==> config.mk <==
export PLATFORM = sky130hd
export DESIGN_NAME = ahb_dma_master
export DESIGN_NICKNAME = d
export VERILOG_FILES = /design/src/rtl/dma_pkg.sv /design/src/rtl/dma_fifo.sv /design/src/rtl/ahb_dma_master.sv
export SDC_FILE = /design/constraint.sdc
export NUM_CORES = 1
export LEC_CHECK = 0
export ABC_AREA = 1
export BUFFER_PORTS_ARGS = -buffer_cell sky130_fd_sc_hd__buf_4
export CORE_MARGIN = 2
export CORE_UTILIZATION = 53
export DETAILED_ROUTE_END_ITERATION = 10
export MAX_ROUTING_LAYER = met4
export PLACE_DENSITY = 0.77
export REMOVE_ABC_BUFFERS = 1
export SYNTH_ARGS = -nofsm -noshare
export SYNTH_HDL_FRONTEND = slang
export SYNTH_SLANG_ARGS = --single-unit
export TNS_END_PERCENT = 30
==> constraint.sdc <==
create_clock -name HCLK -period 3.1 [get_ports HCLK]
set_input_delay 0.62 -clock HCLK [delete_from_list [all_inputs] [get_ports HCLK]]
set_output_delay 0.62 -clock HCLK [all_outputs]
set_load 0.05 [all_outputs]
==> src/rtl/dma_pkg.sv <==
// Shared AHB-Lite encodings and DMA controller state type.
package dma_pkg;

  typedef enum logic [1:0] {
    HTRANS_IDLE   = 2'b00,
    HTRANS_BUSY   = 2'b01,
    HTRANS_NONSEQ = 2'b10,
    HTRANS_SEQ    = 2'b11
  } htrans_t;

  localparam logic [2:0] HBURST_SINGLE = 3'b000;
  localparam logic [2:0] HBURST_INCR   = 3'b001;
  localparam logic [2:0] HSIZE_WORD    = 3'b010;

  typedef enum logic [1:0] {
    ST_IDLE,
    ST_READ,
    ST_WRITE,
    ST_FINISH
  } dma_state_t;

endpackage

==> src/rtl/dma_fifo.sv <==
// Chunk buffer between the read and write bursts: synchronous FIFO with flush
// and a registered occupancy count.
module dma_fifo #(
  parameter int DATA_WIDTH = 32,
  parameter int DEPTH      = 4
) (
  input  logic                  HCLK,
  input  logic                  HRESETn,
  input  logic                  push,
  input  logic                  pop,
  input  logic                  flush,
  input  logic [DATA_WIDTH-1:0] wdata,
  output logic [DATA_WIDTH-1:0] rdata,
  output logic                  full,
  output logic                  empty
);

  localparam int PTR_W = $clog2(DEPTH);

  logic [DATA_WIDTH-1:0] mem [DEPTH];
  logic [PTR_W-1:0]      wr_ptr, rd_ptr;
  logic [PTR_W:0]        count;
  logic                  push_ok, pop_ok;

  assign push_ok = push && !full;
  assign pop_ok  = pop && !empty;

  // NOTE: storage has no reset; occupancy is tracked by count, so stale words are never observed.
  always_ff @(posedge HCLK) begin
    if (push_ok) mem[wr_ptr] <= wdata;
  end

  always_ff @(posedge HCLK or negedge HRESETn) begin
    if (!HRESETn) begin
      wr_ptr <= '0;
      rd_ptr <= '0;
      count  <= '0;
    end else if (flush) begin
      wr_ptr <= '0;
      rd_ptr <= '0;
      count  <= '0;
    end else begin
      if (push_ok) wr_ptr <= wr_ptr + PTR_W'(1);
      if (pop_ok)  rd_ptr <= rd_ptr + PTR_W'(1);
      case ({push_ok, pop_ok})
        2'b10:   count <= count + (PTR_W+1)'(1);
        2'b01:   count <= count - (PTR_W+1)'(1);
        default: count <= count;
      endcase
    end
  end

  assign rdata = mem[rd_ptr];
  assign full  = (count == (PTR_W+1)'(DEPTH));
  assign empty = (count == '0);

endmodule

==> src/rtl/ahb_dma_master.sv <==
// AHB-Lite block-copy master: read burst fills a FIFO chunk, write burst drains it.
// Optional macro DMA_ECC_ABORT_EN: an ECC error on a read beat aborts the copy.
module ahb_dma_master
  import dma_pkg::*;
#(
  parameter int DATA_WIDTH = 32,
  parameter int ADDR_WIDTH = 10,
  parameter int FIFO_DEPTH = 4,
  parameter int LEN_WIDTH  = ADDR_WIDTH + 1
) (
  input  logic                  HCLK,
  input  logic                  HRESETn,
  input  logic                  start,
  input  logic [ADDR_WIDTH-1:0] src_addr,
  input  logic [ADDR_WIDTH-1:0] dst_addr,
  input  logic [LEN_WIDTH-1:0]  len,
  output logic                  busy,
  output logic                  done,
  output logic                  err,
  output logic [ADDR_WIDTH-1:0] HADDR,
  output logic                  HWRITE,
  output logic [1:0]            HTRANS,
  output logic [2:0]            HBURST,
  output logic [2:0]            HSIZE,
  output logic [DATA_WIDTH-1:0] HWDATA,
  input  logic [DATA_WIDTH-1:0] HRDATA,
  input  logic                  HREADY,
  input  logic                  ecc_error
);

  localparam int CNT_W = $clog2(FIFO_DEPTH) + 1;

  dma_state_t            state;
  htrans_t               htrans_q;
  logic [ADDR_WIDTH-1:0] src_q, dst_q;
  logic [LEN_WIDTH-1:0]  remaining, rem_next;
  logic [CNT_W-1:0]      chunk, next_chunk, addr_left, data_left;
  logic                  data_phase;
  logic                  fifo_push, fifo_pop, fifo_flush, fifo_full, fifo_empty;
  logic [DATA_WIDTH-1:0] fifo_head;
`ifdef DMA_ECC_ABORT_EN
  logic                  abort_q;
`endif

  function automatic logic [CNT_W-1:0] chunk_of(input logic [LEN_WIDTH-1:0] n);
    return (n >= LEN_WIDTH'(FIFO_DEPTH)) ? CNT_W'(FIFO_DEPTH) : n[CNT_W-1:0];
  endfunction

  assign rem_next   = remaining - LEN_WIDTH'(chunk);
  assign next_chunk = chunk_of(rem_next);

  assign fifo_push  = (state == ST_READ)  && data_phase && HREADY;
  assign fifo_pop   = (state == ST_WRITE) && data_phase && HREADY;
  assign fifo_flush = (state == ST_FINISH);

  dma_fifo #(
    .DATA_WIDTH(DATA_WIDTH),
    .DEPTH     (FIFO_DEPTH)
  ) u_fifo (
    .HCLK   (HCLK),
    .HRESETn(HRESETn),
    .push   (fifo_push && !fifo_full),
    .pop    (fifo_pop && !fifo_empty),
    .flush  (fifo_flush),
    .wdata  (HRDATA),
    .rdata  (fifo_head),
    .full   (fifo_full),
    .empty  (fifo_empty)
  );

  assign HTRANS = htrans_q;
  assign HBURST = (htrans_q == HTRANS_IDLE) ? HBURST_SINGLE : HBURST_INCR;
  assign HSIZE  = HSIZE_WORD;
  // Head only advances on a completed data phase, so HWDATA holds through wait states.
  assign HWDATA = ((state == ST_WRITE) && data_phase) ? fifo_head : '0;

  // NOTE: every state register uses <= so all updates see pre-edge values, like the hardware.
  always_ff @(posedge HCLK or negedge HRESETn) begin
    if (!HRESETn) begin
      state      <= ST_IDLE;
      htrans_q   <= HTRANS_IDLE;
      HADDR      <= '0;
      HWRITE     <= 1'b0;
      busy       <= 1'b0;
      done       <= 1'b0;
      err        <= 1'b0;
      src_q      <= '0;
      dst_q      <= '0;
      remaining  <= '0;
      chunk      <= '0;
      addr_left  <= '0;
      data_left  <= '0;
      data_phase <= 1'b0;
`ifdef DMA_ECC_ABORT_EN
      abort_q    <= 1'b0;
`endif
    end else begin
      case (state)
        ST_IDLE: begin
          done <= 1'b0;
          if (start) begin
            busy      <= 1'b1;
            err       <= 1'b0;
            src_q     <= src_addr;
            dst_q     <= dst_addr;
            remaining <= len;
            chunk     <= chunk_of(len);
            addr_left <= chunk_of(len);
            data_left <= chunk_of(len);
            if (len == '0) begin
              state <= ST_FINISH;
            end else begin
              state    <= ST_READ;
              htrans_q <= HTRANS_NONSEQ;
              HADDR    <= src_addr;
              HWRITE   <= 1'b0;
            end
          end
        end

        ST_READ, ST_WRITE: begin
          if (HREADY) begin
            data_phase <= (htrans_q != HTRANS_IDLE);
            if (htrans_q != HTRANS_IDLE) begin
              addr_left <= addr_left - CNT_W'(1);
              if (addr_left > CNT_W'(1)) begin
                htrans_q <= HTRANS_SEQ;
                HADDR    <= HADDR + ADDR_WIDTH'(1);
              end else begin
                htrans_q <= HTRANS_IDLE;
              end
            end
            if (data_phase) begin
              data_left <= data_left - CNT_W'(1);
              if (state == ST_READ && ecc_error) err <= 1'b1;
              if (data_left == CNT_W'(1)) begin
                if (state == ST_READ) begin
                  state     <= ST_WRITE;
                  htrans_q  <= HTRANS_NONSEQ;
                  HWRITE    <= 1'b1;
                  HADDR     <= dst_q;
                  addr_left <= chunk;
                  data_left <= chunk;
                end else begin
                  src_q     <= src_q + ADDR_WIDTH'(chunk);
                  dst_q     <= dst_q + ADDR_WIDTH'(chunk);
                  remaining <= rem_next;
                  HWRITE    <= 1'b0;
                  if (rem_next == '0) begin
                    state <= ST_FINISH;
                  end else begin
                    state     <= ST_READ;
                    htrans_q  <= HTRANS_NONSEQ;
                    HADDR     <= src_q + ADDR_WIDTH'(chunk);
                    chunk     <= next_chunk;
                    addr_left <= next_chunk;
                    data_left <= next_chunk;
                  end
                end
              end
            end
`ifdef DMA_ECC_ABORT_EN
            // Stop issuing addresses; finish once no read data phase is outstanding.
            if (state == ST_READ && data_phase && (ecc_error || abort_q)) begin
              htrans_q <= HTRANS_IDLE;
              if (htrans_q == HTRANS_IDLE) begin
                state      <= ST_FINISH;
                data_phase <= 1'b0;
                HWRITE     <= 1'b0;
                abort_q    <= 1'b0;
              end else begin
                abort_q <= 1'b1;
              end
            end
`endif
          end
        end

        ST_FINISH: begin
          done  <= 1'b1;
          busy  <= 1'b0;
          state <= ST_IDLE;
        end

        default: state <= ST_IDLE;
      endcase
    end
  end

endmodule

==> impl_metrics.tcl <==
set metrics [dict create \
    status "finished clean" \
    start_util_pct 54.38 \
    synth_area_per_cell_um2 9.082 \
    track_usage_pct 24.25 \
    worstPathRequired_ns 2.48 \
    gp_congestion 0.8693 \
    yosysWarnings 0 \
    antenna_cells 0 \
    place_hpwl_um 14710 \
    nNetsFinal 1287 \
    area.growth.synth_to_final_pct 17.68 \
    setup_viol 0 \
    grt_pass1_vias 7365 \
    drv_slew 0 \
    crit_fanout 65 \
    p_per_area_nw_per_um2 1185 \
    die_w_um 140.2 \
    synth.largest_area_cell "edfxtp_1" \
    rows 49 \
    cts_sinks 194 \
    clk_pin_slew_ns 0.08 \
    synth_ff_type "edfxtp_1" \
    antenna_found_initial 0 \
    fin_crit_ns 2.753 \
    grt_max_degree 67 \
    fillers 1419 \
    grt_pass1_wl_um 36760 \
    rsz0062_at_grt "false" \
    ir_drop_uv 771.2 \
    dr_total_vias 7858 \
    clk_path_buf_depth 2 \
    drc_errors 0 \
    die_h_um 140.2 \
    drtAntennaViolNets 0 \
    synth_area_leaders "edfxtp_1, dfrtp_1, nor2_1" \
    final_area_um2 11570 \
    fmax_mhz 363.2 \
    holdWs_ns 0.2806 \
    placed_cell_area_um2 10980 \
    routed_via_density 5.484 \
    yosysTopAreaCellShare_pct 39.08 \
    cts_tree "yes" \
    boundaryPins 122 \
    fin_crit_sh_pct 88.82 \
    end_kind "output port" \
    power.total_mw 13.71 \
    synth-seq-cells 194 \
    crit_arrival_ns 2.13 \
    slew-limit-headroom_pct 42.92 \
    cp-startpoint "u_fifo.rd_ptr[0]" \
    ctsHoldBuffers 0 \
    synth_area_um2 9836 \
    cts_inserted_buffers 17 \
    cts_resized 0 \
    wirelength_um 22460 \
    core_um2 18090 \
    setup_tns_ns 0 \
    critPathLaunchType "register" \
    wl_per_cell_um 15.67 \
    drive_above_1_share_pct 16.28 \
    power_leakage_nw 4.891 \
    htreeDepth 4 \
    ys_types 45 \
    synth_seq_area_share_pct 55.87 \
    synth_cells 1083 \
    crit_type "register to output port" \
    io_buffers 116 \
    dr.pass1.iters 5 \
    fin_util_pct 64.00 \
    regToRegSetupSlack_ns 0.46 \
    max_slew.worst_pin.slew_ns 0.8561 \
    timing_hold_violations_final 0 \
    clock_skew_ns 0.01040 \
    post_cts_buffers 0 \
    clock_latency_ns 0.44 \
    r2r-start "chunk[0]" \
    rr_endpoint "HADDR[3]" \
    dieArea_um2 19660 \
    synth_async_sr_flop_share_pct 34.02 \
    max_cap_violations 0 \
    cts_root_buffer "clkbuf_16" \
    synth_edf_count 128 \
    rr_worst_depth 17 \
    gr-total-overflow 0 \
    hold_class "input pin to async pin" \
    initialDrtViolationCount 659 \
]
## cells in the mapped netlist, types with 5 or more instances
cell / instances
nor2_1: 215
nand2_1: 160
edfxtp_1: 128
o21ai_0: 111
a21oi_1: 88
inv_1: 81
dfrtp_1: 66
nand3_1: 47
clkbuf_1: 35
ha_1: 24
xnor2_1: 13
xor2_1: 12
nand4_1: 11
o22ai_1: 9
a31oi_1: 8
buf_1: 8
buf_4: 5
inv_2: 5
o211ai_1: 5
## cell usage in the layout (no fill, tap or decap), types with 17 or more instances in the layout
| master | n |
|---|---|
| a21oi_1 | 88 |
| buf_4 | 137 |
| clkbuf_16 | 17 |
| dfrtp_1 | 65 |
| edfxtp_1 | 128 |
| ha_1 | 23 |
| inv_1 | 81 |
| nand2_1 | 160 |
| nand3_1 | 47 |
| nor2_1 | 211 |
| o21ai_0 | 111 |
## flip-flops by register name, summed over array words and instances, names as in the netlist
register	cells
HADDR	10
HTRANS	2
HWRITE	1
addr_left	3
busy	1
chunk	3
data_left	3
data_phase	1
done	1
dst_q	10
err	1
remaining	11
src_q	10
state	2
u_fifo.count	3
u_fifo.mem	128
u_fifo.rd_ptr	2
u_fifo.wr_ptr	2
## metal layers
| metal | vias up | routed length [um] | global-route usage, % |
|---|---|---|---|
| li1 | 3868 | - | - |
| met1 | 3681 | 9411 | 31.37 |
| met2 | 287 | 11120 | 40.27 |
| met3 | 22 | 1615 | 3.214 |
| met4 | 0 | 310 | 7.443 |
| met5 | - | 0 | - |
## critical path, stage by stage (launching register included)
cell	delay, ns
dfrtp_2	0.36
buf_4	0.56
nor2_1	0.11
nor2_1	0.11
o21ai_0	0.09
a21oi_1	0.22
buf_4	0.23
## per-stage QoR
step	setup slack (ns)	instances
CTS	0.3221	1433
detailed placement	0.5162	1401
global route	0.1437	1433
global placement	0.5915	1401
finish	0.3467	1433
floorplan	-0.7450	1034
## cell families (layout without fill, tap and decap cells)
family / after synthesis / in the layout / share of synthesized area, %
AO/OA/AOI/OAI: 237 / 237 / 12.84
multiplexers: 1 / 1 / 0.1018
buffers and inverters: 138 / 256 / 5.508
AND/OR/NAND/NOR: 458 / 458 / 19.51
flip-flops: 194 / 194 / 55.87
other: 2 / 5 / 0.07635
XOR/XNOR: 25 / 25 / 2.226
adder cells (fa/ha/maj): 28 / 28 / 3.867
## layout make-up
cell class                 count  area (um^2)  area share (%)
sequential                   194         5497           47.49
tap                          229        286.5           2.475
clock inverter                15        172.7           1.492
timing repair buffer         138         1049           9.058
clock buffer                  17        425.4           3.675
multi-input combinational    754         3822           33.02
inverter                      86        322.8           2.789
## power by group
| group | switching (mW) | internal [mW] | leakage (nW) | total (mW) |
|---|---|---|---|---|
| Clock | 1.08 | 1.10 | 0.290 | 2.18 |
| Sequential | 0.483 | 3.41 | 1.93 | 3.89 |
| Combinational | 5.18 | 2.47 | 2.67 | 7.64 |
## worst max path at each step
| stage | end | slack, ns | cells past startpoint |
|---|---|---|---|
| after CTS | HWDATA[9] | 0.32 | 6 |
| after detailed placement | HADDR[9] | 0.52 | 17 |
| after global routing | HADDR[7] | 0.14 | 17 |
| after global placement | HADDR[5] | 0.59 | 17 |
| after floorplan | dst_q[3] | -0.75 | 10 |
| final | HWDATA[15] | 0.35 | 6 |
(Power assumes the default switching activity.)
